### src/rtl/reel_select_sequencer.sv
// Multi-channel reel select sequencer: a shared prescaler tick drives per-channel
// modulo select counters, each with start/stop control and a stop-complete pulse.
module reel_select_sequencer #(
  parameter int NUM_CH   = 3,
  parameter int SEL_W    = 3,
  parameter int SEL_MAX  = 4,
  parameter int PRESCALE = 2000000,
  parameter int DIV_W    = 4
) (
  input  logic                      clk,
  input  logic                      reset,
  input  logic                      start,
  input  logic [NUM_CH-1:0]         stop_req,
  input  logic [NUM_CH*DIV_W-1:0]   div,
  output logic [NUM_CH*SEL_W-1:0]   sel,
  output logic [NUM_CH-1:0]         running,
  output logic [NUM_CH-1:0]         stopped_pulse,
  output logic                      tick
);

  localparam int PS_W = (PRESCALE > 1) ? $clog2(PRESCALE) : 1;
  localparam logic [PS_W-1:0]  PS_LAST  = PS_W'(PRESCALE - 1);
  localparam logic [SEL_W-1:0] SEL_LAST = SEL_W'(SEL_MAX);

  typedef enum logic [1:0] {
    ST_IDLE,
    ST_RUN,
    ST_STOPPING
  } state_t;

  logic [PS_W-1:0] presc_q;
  logic [PS_W-1:0] presc_d;
  logic            tick_q;

  always_comb begin
    presc_d = (presc_q == PS_LAST) ? '0 : presc_q + 1'b1;
  end

  always_ff @(posedge clk) begin
    if (reset) begin
      presc_q <= '0;
      tick_q  <= 1'b0;
    end else begin
      presc_q <= presc_d;
      tick_q  <= (presc_q == PS_LAST);
    end
  end

  assign tick = tick_q;

  for (genvar gi = 0; gi < NUM_CH; gi++) begin : g_ch
    state_t            state_q, state_d;
    logic [SEL_W-1:0]  sel_q, sel_d;
    logic [DIV_W-1:0]  cnt_q, cnt_d;
    logic [DIV_W-1:0]  div_ch;
    logic              step;
    logic              run_q;
    logic              pulse_q, pulse_d;

    assign div_ch = div[gi*DIV_W +: DIV_W];
    // >= rather than == so a lowered divider takes effect on the next tick
    assign step   = tick_q && (cnt_q >= div_ch);

    always_comb begin
      state_d = state_q;
      sel_d   = sel_q;
      cnt_d   = cnt_q;
      pulse_d = 1'b0;

      if ((state_q != ST_IDLE) && tick_q) begin
        if (step) begin
          cnt_d = '0;
          sel_d = (sel_q == SEL_LAST) ? '0 : sel_q + 1'b1;
        end else begin
          cnt_d = cnt_q + 1'b1;
        end
      end

      case (state_q)
        ST_IDLE: begin
          cnt_d = '0;
          if (start) state_d = ST_RUN;
        end
        ST_RUN: begin
          if (stop_req[gi]) begin
            if (step) begin
              state_d = ST_IDLE;
              pulse_d = 1'b1;
            end else begin
              state_d = ST_STOPPING;
            end
          end
        end
        ST_STOPPING: begin
          if (step) begin
            state_d = ST_IDLE;
            pulse_d = 1'b1;
          end
        end
        default: state_d = ST_IDLE;
      endcase
    end

    always_ff @(posedge clk) begin
      if (reset) begin
        state_q <= ST_IDLE;
        sel_q   <= '0;
        cnt_q   <= '0;
        run_q   <= 1'b0;
        pulse_q <= 1'b0;
      end else begin
        state_q <= state_d;
        sel_q   <= sel_d;
        cnt_q   <= cnt_d;
        run_q   <= (state_d != ST_IDLE);
        pulse_q <= pulse_d;
      end
    end

    assign sel[gi*SEL_W +: SEL_W] = sel_q;
    assign running[gi]            = run_q;
    assign stopped_pulse[gi]      = pulse_q;
  end

endmodule

### config.mk
export PLATFORM = sky130hd
export DESIGN_NAME = reel_select_sequencer
export DESIGN_NICKNAME = d
export VERILOG_FILES = /design/src/rtl/reel_select_sequencer.sv
export SDC_FILE = /design/constraint.sdc
export NUM_CORES = 1
export LEC_CHECK = 0
export ABC_AREA = 0
export CAP_MARGIN = 20
export CORE_MARGIN = 4
export CORE_UTILIZATION = 63
export DETAILED_ROUTE_END_ITERATION = 6
export DONT_BUFFER_PORTS = 1
export PLACE_DENSITY = 0.79
export SYNTH_ARGS = -nofsm -noshare
export SYNTH_HDL_FRONTEND = slang
export SYNTH_SLANG_ARGS = --single-unit
### constraint.sdc
create_clock -name clk -period 2.05 [get_ports clk]
set_input_delay 0.41 -clock clk [delete_from_list [all_inputs] [get_ports clk]]
set_output_delay 0.41 -clock clk [all_outputs]
set_load 0.1 [all_outputs]
==> implementation parameters <==
Parameter                              Value

CTS
  Cell chosen for the clock root ... clkbuf_8
  Hold Buf Count CTS ... 0
  Clock transition time at the flip-flop clock pins of the worst setup and hold paths ... 0.10 ns
  Post-cts repair resize count ... 0
  Buffer count from post-CTS setup fixing ... 0
  H-Tree Depth ... 2
  Cts bufs inserted ... 5
  Clock Tree Buf Depth ... 2
  Later-pin clock latency in the skew report ... 0.30 ns
  Clock tree from TritonCTS ... yes
  Clock sink count ... 55

Power
  Areal power density over the cells ... 580 nW/um^2
  Clock share of power ... 31.9%
  Part of the total power dissipated in combinational logic ... 13.5%
  Power share of the sequential group ... 54.6%
  Peak ir drop on the vdd network ... 0.539 mV
  Static Leak ... 1.37 nW
  Cell Int Power ... 1.50 mW
  Reported net switching power ... 545 uW
  Switching Share ... 26.7%
  Power, Total ... 2.04 mW

Min path
  Path class of the lowest-slack min-delay path ... in2reg

Routing
  Antenna violation net count after detailed routing ... 0
  Detailed-routing iteration count for the pre-antenna-repair pass ... 4
  Final wirelength ... 6400 um
  Number of vias after detailed routing ... 2,754
  Vias per Instance ... 5.83
  Routed len/inst ... 13.6 um
  DRC violations left ... 0
  Violation count after the first detailed-routing iteration ... 141

Timing
  Worst slack on hold paths ... 0.163 ns
  Setup-failing EPs final ... 0
  Sum Neg Setup Slack ... 0 ns
  Final cycle utilization of the critical path ... 94.2%
  Transition time at the pin with the least slew margin ... 0.463 ns
  Final number of max-transition violations ... 0
  Largest clock skew in the final design ... 0.00773 ns
  Final count of hold timing violations ... 0
  Tmin final ... 1.93 ns
  FMAX ... 0.518 GHz
  Max_slew headroom ... 68.7%
  Setup slack after layout ... 0.119 ns
  RSZ-0062 raised after global routing ... no

Global routing
  Vias in the first global route ... 2,610
  First-pass GRT wire length ... 11,100 um
  Sum of overflow across all layers after global routing ... 0
  Total routing resource utilization after global routing ... 21.7%
  Initial antenna violation count ... 0
  Largest net degree at the start of global routing ... 18

Placed design
  Pre-CTS worst setup slack ... 0.0996 ns
  Placer Congestion ... 0.848
  Placed wire-length estimate after detailed placement ... 4870 um
  Cell area after placement ... 3420 sq um
  Placed Cells ... 464
  PortBufs ... 0

Synth
  Number of enable flip-flop cells after synthesis ... 0
  Area fraction in and, or, nand and nor cells after synthesis ... 24.7%
  Synthesized flop and latch total ... 55
  Average instance area after synthesis ... 8.33 sq um
  Share of synthesized registers carrying an async set or reset ... 0%
  Sequential area share after synthesis ... 34.3%
  Synthesized net count ... 437
  Distinct cell type count of the synthesized netlist ... 47
  Share of the synthesized area in compound gates (AO/OA/AOI/OAI) ... 17.5%
  Synthesis warning total ... 0
  Main combinational cell family by area after synthesis ... simple AND/OR/NAND/NOR gates
  Post-synthesis share of cell area spent on xor and xnor gates ... 3.28%
  Commonest register cell after synthesis ... dfxtp_1
  Post-synthesis cell area ... 3210 sq um
  Synthesized instance count ... 385
  Multiplexer area fraction after synthesis ... 0.312%
  Share of synthesized cell area in full adder, half adder and majority cells ... 13.3%

Final layout
  Ratio of cells with drive above 1 in the final layout ... 11.1%
  Post-Route Utilization ... 73.1%
  Net count reported at finish ... 456
  Area of all placed cells without fillers ... 3520 sq um
  Post-synthesis to final-layout area growth ... 9.84%
  Inserted Diodes ... 0
  Number of non-filler instances in the completed layout ... 472

Floorplan
  Boundary pin count ... 34
  DIE WIDTH ... 79.3 um
  Core area ... 4820 sq um
  Starting utilization of the core area ... 66.5%
  Height of the die ... 79.3 um
  Area of the die ... 6290 sq um
  # rows ... 25

Worst setup path
  Crit path kind ... reg2reg
  Data required time at the worst endpoint ... 2.26 ns
  Critical path data arrival time ... 2.14 ns
  Category of the worst setup path launch point ... flip-flop
  Crit path capture type ... flip-flop
  Crit Path Max Fanout ... 6

Status
  Run status ... finished, final reports clean

Job
  Max-capacitance violation count ... 0
-- path summary, 6_finish.rpt --
| kind | start | endpoint | slack [ns] | cells past startpoint |
|---|---|---|---|---|
| worst max register to register | g_ch[2].cnt_q[0] | g_ch[2].run_q | 0.12 | 6 |
| worst min register to register | presc_q[19] | presc_q[19] | 0.49 | 2 |
| worst max-delay path | g_ch[2].cnt_q[0] | g_ch[2].run_q | 0.12 | 6 |
| worst min-delay path | reset | g_ch[1].sel_q[0] | 0.16 | 1 |
-- flip-flops by register name, summed over array words and instances, names as in the netlist --
name	cells
g_ch.pulse_q	3
g_ch.state_q	6
g_ch.sel_q	9
g_ch.run_q	3
tick	1
g_ch.cnt_q	12
presc_q	21
-- worst max-delay path, stage by stage (launching register included) --
cell and delay (ns):
dfxtp_1 0.39, inv_1 0.08, ha_1 0.26, nand2b_1 0.19, a2111oi_4 0.43, nor4_1 0.16
o32ai_1 0.32
-- kinds of logic (layout without fill, tap and decap cells) --
kind of cell    after synthesis  count (layout)
flops                        55              55
fa+ha+maj                    34              34
mux                           1               1
compound gates               85              85
buf+inv                      50              70
xor+xnor                     12              12
simple gates                148             148
-- Yosys cell counts, types with 2 or more instances --
library cell  instances  area [sq um]
or2_2                 4          25.0
o311ai_0              2          17.5
dfxtp_1              55          1100
xor2_1                7          61.3
o211ai_1              6          45.0
nor2_1               27           101
nand4_1              11          68.8
o22ai_1               6          37.5
nand2_1              25          93.8
nand2b_1              6          37.5
or4_1                 4          30.0
clkbuf_1             10          37.5
nand3_1              16          80.1
buf_4                 6          45.0
nor2b_1              13          81.3
and3_1                4          25.0
and2_1                3          18.8
o31ai_1               8          60.1
o21a_1                5          37.5
nor4_1                8          50.1
or3_1                 5          31.3
o221ai_1              2          17.5
ha_1                 34           425
inv_1                33           124
a21oi_1              32           160
o21ai_0              11          55.1
o41ai_1               2          17.5
nor3_1               13          65.1
nor4b_1               3          26.3
o31a_1                2          17.5
and4_1                2          17.5
xnor2_1               5          43.8
-- power by group through the flow --
stage | combinational [mW] | clock (mW) | sequential (mW)
3_3_place_gp | 0.268 | 0 | 1.14
3_5_place_dp | 0.275 | 0 | 1.14
4_1_cts | 0.277 | 0.671 | 1.11
5_1_grt | 0.306 | 0.703 | 1.12
6_report | 0.276 | 0.651 | 1.11
2_1_floorplan | 0.233 | 0 | 1.13
-- cells in the final DEF (no fill, tap or decap), drive strengths merged, types with 2 or more instances in the layout --
cell type | Yosys | final
and4 | 2 | 2
or4 | 4 | 4
or3 | 5 | 5
buf | 7 | 29
ha | 34 | 34
nor2 | 27 | 27
nor4 | 8 | 8
o221ai | 2 | 2
o21ai | 11 | 11
nand3 | 16 | 16
inv | 33 | 33
o21a | 5 | 5
nor3 | 13 | 13
o211ai | 6 | 6
o41ai | 2 | 2
clkbuf | 10 | 8
o311ai | 2 | 2
o22ai | 6 | 6
nand4 | 12 | 12
and2 | 3 | 3
a21oi | 32 | 32
dfxtp | 55 | 55
and3 | 4 | 4
nand2b | 6 | 6
nand2 | 25 | 25
xor2 | 7 | 7
xnor2 | 5 | 5
o31a | 2 | 2
or2 | 4 | 4
nor2b | 13 | 13
nor4b | 3 | 3
o31ai | 8 | 8
-- metal layers --
| metal | global-route usage (%) | wire (um) |
|---|---|---|
| met4 | 6.36 | 59 |
| met1 | 26.4 | 2980 |
| met2 | 38.6 | 3100 |
| met5 | 0 | 0 |
| met3 | 4.20 | 261 |
-- layout make-up --
class                      instances  area [sq um]
multi-input combinational        280          1890
clock buffer                       8           100
timing repair buffer              29           218
tap                               67          83.8
fill                             394          1300
inverter                          33           124
sequential                        55          1100
(Power assumes the default switching activity.)
